<file path="src/rtl/pmem_line_responder_if.sv">
// -----------------------------------------------------------------------------
// pmem_line_responder_if
//
// Line-granular physical-memory bus between a cache/victim-cache controller
// (master) and the memory-side responder (slave).
//
// Signals:
//   pmem_read     master -> slave  line read request, held until pmem_resp
//   pmem_write    master -> slave  line write request, held until pmem_resp
//   pmem_address  master -> slave  16-bit byte address (bits [3:0] ignored)
//   pmem_wdata    master -> slave  128-bit write line
//   pmem_resp     slave -> master  one-cycle completion pulse
//   pmem_rdata    slave -> master  128-bit read line, valid with pmem_resp
// -----------------------------------------------------------------------------
interface pmem_line_responder_if;
    logic         pmem_read;
    logic         pmem_write;
    logic [15:0]  pmem_address;
    logic [127:0] pmem_wdata;
    logic         pmem_resp;
    logic [127:0] pmem_rdata;

    modport master (
        output pmem_read, pmem_write, pmem_address, pmem_wdata,
        input  pmem_resp, pmem_rdata
    );

    modport slave (
        input  pmem_read, pmem_write, pmem_address, pmem_wdata,
        output pmem_resp, pmem_rdata
    );
endinterface

</file>
<file path="src/rtl/pmem_line_responder.sv">
// -----------------------------------------------------------------------------
// pmem_line_responder
//
// Memory-side endpoint of the line-granular pmem protocol. Holds DEPTH
// 128-bit lines, zero-fills them after reset, and answers each read or write
// request with a one-cycle pmem_resp pulse LATENCY cycles after acceptance.
//
// Ports:
//   clk        sole clock, rising edge
//   reset      synchronous, active-high reset
//   pmem       pmem_line_responder_if.slave (request in, resp/rdata out)
//   busy       high while initialising or serving a request
//   proto_err  sticky: read and write seen together on an accepted request
//
// Parameters:
//   LATENCY    accept-to-resp cycles, 1..15
//   DEPTH      number of lines, power of two, 2..4096
//
// Optional feature (macro PMEM_RAND_LATENCY_EN): an 8-bit LFSR adds
// lfsr[2:0] extra cycles to each request's latency.
// -----------------------------------------------------------------------------
module pmem_line_responder #(
    parameter int LATENCY = 4,
    parameter int DEPTH   = 32
) (
    input  logic                        clk,
    input  logic                        reset,
    pmem_line_responder_if.slave        pmem,
    output logic                        busy,
    output logic                        proto_err
);

    localparam int IDX_W = $clog2(DEPTH);
`ifdef PMEM_RAND_LATENCY_EN
    localparam int LAT_MAX = LATENCY + 7;
`else
    localparam int LAT_MAX = LATENCY;
`endif
    localparam int LAT_W = $clog2(LAT_MAX + 1);
    localparam logic [IDX_W-1:0] LAST_IDX = IDX_W'(DEPTH - 1);

    typedef enum logic [1:0] {
        ST_INIT,
        ST_IDLE,
        ST_WAIT,
        ST_RESP
    } state_e;

    state_e             state_q, state_d;
    logic [IDX_W-1:0]   init_ptr_q, init_ptr_d;
    logic [LAT_W-1:0]   lat_cnt_q, lat_cnt_d;
    logic               op_write_q, op_write_d;
    logic [IDX_W-1:0]   idx_q, idx_d;
    logic [127:0]       wdata_q, wdata_d;
    logic               proto_err_q, proto_err_d;

    logic [127:0]       mem_q [DEPTH];
    logic               mem_we;
    logic [IDX_W-1:0]   mem_waddr;
    logic [127:0]       mem_wdata;

    logic [LAT_W-1:0]   eff_lat;
    logic               req;

    // Offset bits and aliasing upper bits are intentionally ignored.
    logic               unused_addr;
    assign unused_addr = ^pmem.pmem_address;

    assign req = pmem.pmem_read | pmem.pmem_write;

`ifdef PMEM_RAND_LATENCY_EN
    logic [7:0] lfsr_q, lfsr_d;
    logic [7:0] lfsr_next;

    // Fibonacci LFSR, x^8+x^6+x^5+x^4+1; low bits are sampled before stepping.
    assign lfsr_next = {lfsr_q[6:0], lfsr_q[7] ^ lfsr_q[5] ^ lfsr_q[4] ^ lfsr_q[3]};
    assign eff_lat   = LAT_W'(LATENCY) + LAT_W'(lfsr_q[2:0]);
`else
    assign eff_lat   = LAT_W'(LATENCY);
`endif

    // State register.
    // NOTE: sequential state uses non-blocking assignments so every register
    // samples the pre-edge values of the others.
    always_ff @(posedge clk) begin
        if (reset) begin
            state_q     <= ST_INIT;
            init_ptr_q  <= '0;
            lat_cnt_q   <= '0;
            op_write_q  <= 1'b0;
            idx_q       <= '0;
            wdata_q     <= '0;
            proto_err_q <= 1'b0;
`ifdef PMEM_RAND_LATENCY_EN
            lfsr_q      <= 8'hA5;
`endif
        end else begin
            state_q     <= state_d;
            init_ptr_q  <= init_ptr_d;
            lat_cnt_q   <= lat_cnt_d;
            op_write_q  <= op_write_d;
            idx_q       <= idx_d;
            wdata_q     <= wdata_d;
            proto_err_q <= proto_err_d;
`ifdef PMEM_RAND_LATENCY_EN
            lfsr_q      <= lfsr_d;
`endif
        end
    end

    // Next-state logic.
    // NOTE: every variable gets a default at the top so no path infers a latch.
    always_comb begin
        state_d     = state_q;
        init_ptr_d  = init_ptr_q;
        lat_cnt_d   = lat_cnt_q;
        op_write_d  = op_write_q;
        idx_d       = idx_q;
        wdata_d     = wdata_q;
        proto_err_d = proto_err_q;
`ifdef PMEM_RAND_LATENCY_EN
        lfsr_d      = lfsr_q;
`endif
        unique case (state_q)
            ST_INIT: begin
                init_ptr_d = init_ptr_q + 1'b1;
                if (init_ptr_q == LAST_IDX) state_d = ST_IDLE;
            end
            ST_IDLE: begin
                if (req) begin
                    // Simultaneous read+write is served as a write.
                    op_write_d = pmem.pmem_write;
                    idx_d      = pmem.pmem_address[4 +: IDX_W];
                    wdata_d    = pmem.pmem_wdata;
                    lat_cnt_d  = eff_lat - 1'b1;
                    if (pmem.pmem_read && pmem.pmem_write) proto_err_d = 1'b1;
`ifdef PMEM_RAND_LATENCY_EN
                    lfsr_d     = lfsr_next;
`endif
                    state_d    = (eff_lat == LAT_W'(1)) ? ST_RESP : ST_WAIT;
                end
            end
            ST_WAIT: begin
                // lat_cnt starts at latency-1, so leaving on 1 puts resp
                // exactly latency cycles after the accept edge.
                lat_cnt_d = lat_cnt_q - 1'b1;
                if (lat_cnt_q == LAT_W'(1)) state_d = ST_RESP;
            end
            ST_RESP: state_d = ST_IDLE;
            default: state_d = ST_INIT;
        endcase
    end

    // Outputs and storage write port.
    always_comb begin
        pmem.pmem_resp  = 1'b0;
        pmem.pmem_rdata = '0;
        busy            = 1'b1;
        mem_we          = 1'b0;
        mem_waddr       = init_ptr_q;
        mem_wdata       = '0;
        unique case (state_q)
            ST_INIT: mem_we = 1'b1;
            ST_IDLE: busy   = 1'b0;
            ST_WAIT: ;
            ST_RESP: begin
                pmem.pmem_resp = 1'b1;
                if (op_write_q) begin
                    mem_we    = 1'b1;
                    mem_waddr = idx_q;
                    mem_wdata = wdata_q;
                end else begin
                    pmem.pmem_rdata = mem_q[idx_q];
                end
            end
            default: ;
        endcase
    end

    // NOTE: the line array has no reset branch; INIT zero-fills it one line
    // per cycle, which keeps it mappable to RAM.
    always_ff @(posedge clk) begin
        if (mem_we && !reset) mem_q[mem_waddr] <= mem_wdata;
    end

    assign proto_err = proto_err_q;

endmodule

</file>
<file path="src/flat_wrapper.sv">
// flat-port wrapper written by rule: the top's interface ports become plain ports
module pmem_line_responder_flat 
#(
    parameter int LATENCY = 4,
    parameter int DEPTH   = 32
)
  (clk, reset, busy, proto_err, pmem_pmem_read, pmem_pmem_write, pmem_pmem_address, pmem_pmem_wdata, pmem_pmem_resp, pmem_pmem_rdata);
  pmem_line_responder_if pmem_i ();
  input  logic clk;
  input  logic reset;
  output logic busy;
  output logic proto_err;
  input wire logic [$bits(pmem_i.pmem_read)-1:0] pmem_pmem_read;
  input wire logic [$bits(pmem_i.pmem_write)-1:0] pmem_pmem_write;
  input wire logic [$bits(pmem_i.pmem_address)-1:0] pmem_pmem_address;
  input wire logic [$bits(pmem_i.pmem_wdata)-1:0] pmem_pmem_wdata;
  output wire logic [$bits(pmem_i.pmem_resp)-1:0] pmem_pmem_resp;
  output wire logic [$bits(pmem_i.pmem_rdata)-1:0] pmem_pmem_rdata;
  assign pmem_i.pmem_read = pmem_pmem_read;
  assign pmem_i.pmem_write = pmem_pmem_write;
  assign pmem_i.pmem_address = pmem_pmem_address;
  assign pmem_i.pmem_wdata = pmem_pmem_wdata;
  assign pmem_pmem_resp = pmem_i.pmem_resp;
  assign pmem_pmem_rdata = pmem_i.pmem_rdata;
  pmem_line_responder #(.LATENCY(LATENCY), .DEPTH(DEPTH)) u_core (.clk(clk), .reset(reset), .pmem(pmem_i), .busy(busy), .proto_err(proto_err));
endmodule
</file>
<file path="config.mk">
export PLATFORM = sky130hd
export DESIGN_NAME = pmem_line_responder_flat
export DESIGN_NICKNAME = d
export VERILOG_FILES = /design/src/rtl/pmem_line_responder_if.sv /design/src/rtl/pmem_line_responder.sv /design/src/flat_wrapper.sv
export SDC_FILE = /design/constraint.sdc
export NUM_CORES = 2
export LEC_CHECK = 0
export ABC_AREA = 1
export CELL_PAD_IN_SITES_DETAIL_PLACEMENT = 0
export CELL_PAD_IN_SITES_GLOBAL_PLACEMENT = 2
export CORE_MARGIN = 5
export CORE_UTILIZATION = 43
export CTS_CLUSTER_DIAMETER = 50
export CTS_CLUSTER_SIZE = 30
export DETAILED_ROUTE_END_ITERATION = 6
export GPL_ROUTABILITY_DRIVEN = 0
export PLACE_DENSITY_LB_ADDON = 0.25
export SLEW_MARGIN = 0
export SYNTH_ARGS = -nofsm -noshare
export SYNTH_HDL_FRONTEND = slang
export SYNTH_SLANG_ARGS = --single-unit
</file>
<file path="constraint.sdc">
create_clock -name clk -period 9.3 [get_ports clk]
set_input_delay 2.325 -clock clk [delete_from_list [all_inputs] [get_ports clk]]
set_output_delay 2.325 -clock clk [all_outputs]
set_load 0.005 [all_outputs]
</file>
# Word level (Yosys, flattened, before mapping)
# Memories as Yosys holds them, arrays and structs flattened. A register that Yosys moved wholly into a read port is not among the register bits.
# Cells that the tools add are included.
[word_totals]
n_memories = 1
ram_bits = 4096
output_inout_bits = 131
elab_cells = 48
regBits = 145
input_bits = 148
[memory_table]
columns = ["name", "words", "width", "rd", "rd_ports_with_merged_regs", "wr", "line_no", "text"]
rows = [
  ["u_core.mem_q", 32, 128, 1, 1, 1, "pmem_line_responder.sv:57", "logic [127:0] mem_q [DEPTH];"],
]
[classes]
mux = 20
eq_ne = 8
n_bitwise = 1
reduce_logical = 9
n_addsub = 2
[ops]
columns = ["cell", "n"]
rows = [
  ["2-to-1 mux 128 bit", 4],
  ["2-to-1 mux 5 bit", 4],
  ["case mux 2 bit (4 select lines)", 1],
  ["2-to-1 mux 2 bit", 3],
  ["!= test 2 x 1 -> 1 bit, second input constant", 3],
  ["case mux 3 bit (2 select lines)", 1],
  ["AND reduction 3 bit", 2],
  ["adder 5 x 1 -> 5 bit, second input constant", 1],
  ["equality test 5 bit, second input constant", 1],
  ["2-to-1 mux 1 bit", 5],
  ["equality test 2 bit, second input constant", 2],
  ["AND reduction 2 bit", 2],
  ["equality test 3 x 1 -> 1 bit, second input constant", 1],
  ["2-to-1 mux 3 bit", 1],
  ["subtractor 3 x 1 -> 3 bit, second input constant", 1],
  ["equality test 2 x 1 -> 1 bit, second input constant", 1],
  ["logical AND 1 bit", 2],
  ["logical NOT 2 bit", 1],
  ["case mux 1 bit (2 select lines)", 1],
  ["nonzero test 2 bit", 1],
  ["logical NOT 1 bit", 1],
  ["OR 1 bit", 1],
]

# Logic depth before layout (Yosys ltp)
[logic_depth]
depth_word = 5
mapped_depth = 13
depth_no_buf = 9

# Worst setup path after synthesis
# Ideal clock, no wire load.
[synth_path]
kind = "input-to-reg"
startpoint = "input reset"
endpoint = "memory u_core.mem_q[0][0] (enable)"
slack_ns = 0.557
n_path_buf = 0
t_required_ns = 8.683
setup_time_ns = 0.617
arrival_time_ns = 8.126
path_stages = 5
cell_sequence = "inv_1 > nand2_1 > inv_1 > nand3_1 > nor2_1"
[synth_between]
elab_chain_cells = 4
[synth_lines]
columns = ["element", "line_no", "text"]
rows = [
  ["start, declared", "flat_wrapper.sv:10", "input logic reset;"],
  ["logical NOT 1 bit", "pmem_line_responder.sv:183", "if (mem_we && !reset) mem_q[mem_waddr] <= mem_wdata;"],
  ["logical AND 1 bit", "pmem_line_responder.sv:183", ""],
  ["2-to-1 mux 1 bit", "pmem_line_responder.sv:183", ""],
  ["2-to-1 mux 1 bit (not written as such)", "pmem_line_responder.sv:183", ""],
  ["end, declared", "pmem_line_responder.sv:57", ""],
]
# No other way between the ends.

==> impl_metrics.tcl <==
set metrics [dict create \
    grt_pass1_wl_mm 758 \
    max-cap-violations 0 \
    clock.fmax_mhz 131 \
    worstHoldPathCells 2 \
    synth_top_family_by_area "simple AND/OR/NAND/NOR gates" \
    netlist.area_leader.share_pct 71.7 \
    slew_viol_final 0 \
    hold_buffers 0 \
    grt_pass1_vias 109000 \
    clock_latency_ps 1000 \
    h-tree-depth 5 \
    async_reset_ff_share_pct 0 \
    portBuffers 267 \
    hpwlAfterDp_mm 244 \
    core_um2 398000 \
    netlist_area_um2 171000 \
    pwr_density_cell_nw_per_um2 257 \
    cts_tree "yes" \
    final_nets 14900 \
    grt_max_degree 319 \
    worst-slew-pin-transition_ps 1360 \
    worst_hold_path_type "reg2reg" \
    fill_cells 34700 \
    synthToLayoutAreaGrowth_pct 13.8 \
    met1Wirelength_mm 225 \
    crit_path_max_incr_delay_ps 780 \
    startpoint_type "flip-flop" \
    yosys_warnings 0 \
    synth_edf_count 4096 \
    rr_startpoint "u_core.state_q[0]" \
    num_io_pins 279 \
    ctsRootBufferMaster "clkbuf_16" \
    synth.mux.area_fraction_pct 0 \
    worst-path-max-fanout 318 \
    antenna_found_initial 5 \
    num_vias 113000 \
    drt-total-wl_mm 527 \
    drtIter0Drc 11200 \
    yosysMostFrequentCell "nand2_1" \
    mappedNetlistNets 14800 \
    top_layer "met5" \
    status "finished clean" \
    path_cells "clkinv_16 -> buf_4 -> buf_4 -> nand2_1 -> nand3_1 -> nand3_1 -> nand2_1 -> nand2_1 -> nand3_1 -> nand2_1 -> nor2_1 -> clkdlybuf4s50_1" \
    ys_types 25 \
    worst_setup_path_end_kind "primary output" \
    yosys-top-cells-count "nand2_1, edfxtp_1, nand3_1" \
    ff2ff_setup_slack_ps 4520 \
    synth_compound_area_share_pct 0.846 \
    timing.rr.end "u_core.mem_q[30][46]" \
    setup_viol 0 \
    met3_length_mm 32.6 \
    die_h_um 642 \
    yosysSeqAreaShare_pct 73.5 \
    cp_data_arrival_time_ps 5280 \
    final_util_pct 49.0 \
    synth_seq_cells 4246 \
    chipWidth_um 642 \
    critPathSlowestCell "dfxtp_4" \
    postCtsSetupRepairBufs 0 \
    overflow 0 \
    die_area_um2 412000 \
    synth_top_area_cell "edfxtp_1" \
    yosys.area_share.simple_pct 22.1 \
    power.leakage_nw 74.0 \
    clk_path_buf_depth 4 \
    hold_end "u_core.wdata_q[23]" \
    crit_type "reg2out" \
    cp_common_cell "nand2_1" \
    period_minus_slack_ps 7610 \
    drcViolationCount 0 \
    wl_per_cell_um 25.8 \
    post_drt_via_cell_ratio 5.54 \
    synthAdderAreaFrac_pct 0.0584 \
    num_rows 232 \
    synth.area.top_cells "edfxtp_1, nand2_1, nand3_1" \
    drive_gt1_share_pct 7.95 \
    ctsResizeCount 0 \
    hp-start "u_core.wdata_q[23]" \
    min_period_over_period_pct 81.8 \
    start_util_pct 43.1 \
    hold_viol 0 \
    clock_sinks 4246 \
    numCtsBuffers 462 \
    finalSetupTns_ps 0 \
    syn_area_per_cell_um2 11.7 \
    relSlewSlack_pct 9.05 \
    clock_skew_ps 44.4 \
    met2_length_mm 256 \
    synth_ff_type "edfxtp_1" \
    grt_usage_pct 25.1 \
    cts.clk_slew.worst_paths_ps 60 \
    r2r_cells 6 \
    rsz0062_at_grt "no" \
    vdd_drop_max_uv 244 \
    first_pass_iters 6 \
    synth_xor_area_share_pct 0.00511 \
    required_ps 6980 \
    ant_nets 0 \
    synth_cells 14700 \
]
area by class of cell:
cell class                 instances  area (um2)  area share [%]
clock buffer                     513       12000            6.14
multi-input combinational       9337       39900            20.4
clock inverter                   361        3890            1.99
antenna                            2        5.00         0.00256
tap                             5265        6590            3.37
timing repair buffer             577        6190            3.17
inverter                         158         654           0.335
sequential                      4246      126000            64.6
through the flow:
stage               hold slack [ps]  instance area, um2  total power [mW]  worst slack (ps)  std cells
floorplan                       430              171000              28.9               557      14700
global placement                439              179000              31.8              2850      19600
detailed placement              445              179000              31.8              2810      19600
CTS                             453              195000              50.6              1750      20500
global route                    465              195000              52.4              1560      20500
finish                          451              195000              50.2              1690      20500
cell usage in the layout (no fill, tap or decap), drive strengths merged:
cell,instances
nor3,4
diode,2
a31oi,1
clkdlybuf4s50,267
bufinv,37
nor4,1
clkinv,145
a21oi,137
o211ai,1
a311oi,2
edfxtp,4096
dfxtp,150
ha,8
clkinvlp,53
o21a,1
xor2,1
nand2,5395
nand3,3206
nor2,435
o21ai,145
inv,284
clkbuf,513
buf,310
critical path: cells and delay by family (launching register included):
kind          cells  cell delay [ps]
buf+inv           4             2270
flops             1              780
simple gates      8              750
logic make-up after synthesis:
family | Yosys count
compound gates | 287
fa+ha+maj | 8
flops | 4246
xor+xnor | 1
simple gates | 9041
buf+inv | 1110
worst max path at each step:
stage               from              endpoint  cells after the start
6_report       flip-flop   pmem_pmem_rdata[40]                     12
5_1_grt        flip-flop   pmem_pmem_rdata[48]                     11
4_1_cts        flip-flop  pmem_pmem_rdata[110]                      7
3_5_place_dp       reset  u_core.mem_q[30][47]                      7
3_3_place_gp       reset  u_core.mem_q[30][47]                      7
2_1_floorplan      reset    u_core.mem_q[0][0]                      5
state kept, by name (all words and copies together) (netlist names), named ones only:
name               flops
u_core.idx_q           5
u_core.init_ptr_q      5
u_core.lat_cnt_q       3
u_core.mem_q        4096
u_core.op_write_q      1
u_core.proto_err       1
u_core.state_q         2
u_core.wdata_q       128
power breakdown:
group	switching (mW)	internal, mW
Combinational	7.28	2.58
Clock	8.22	10.6
Sequential	0.243	21.3
Total	15.7	34.5
routing by layer:
layer	track usage [%]	vias to the layer above
met5	0	-
met4	6.39	2
met3	2.95	725
met2	42.5	3807
met1	34.5	57300
li1	-	51500
Note: power is estimated with default switching activity, not from simulation.
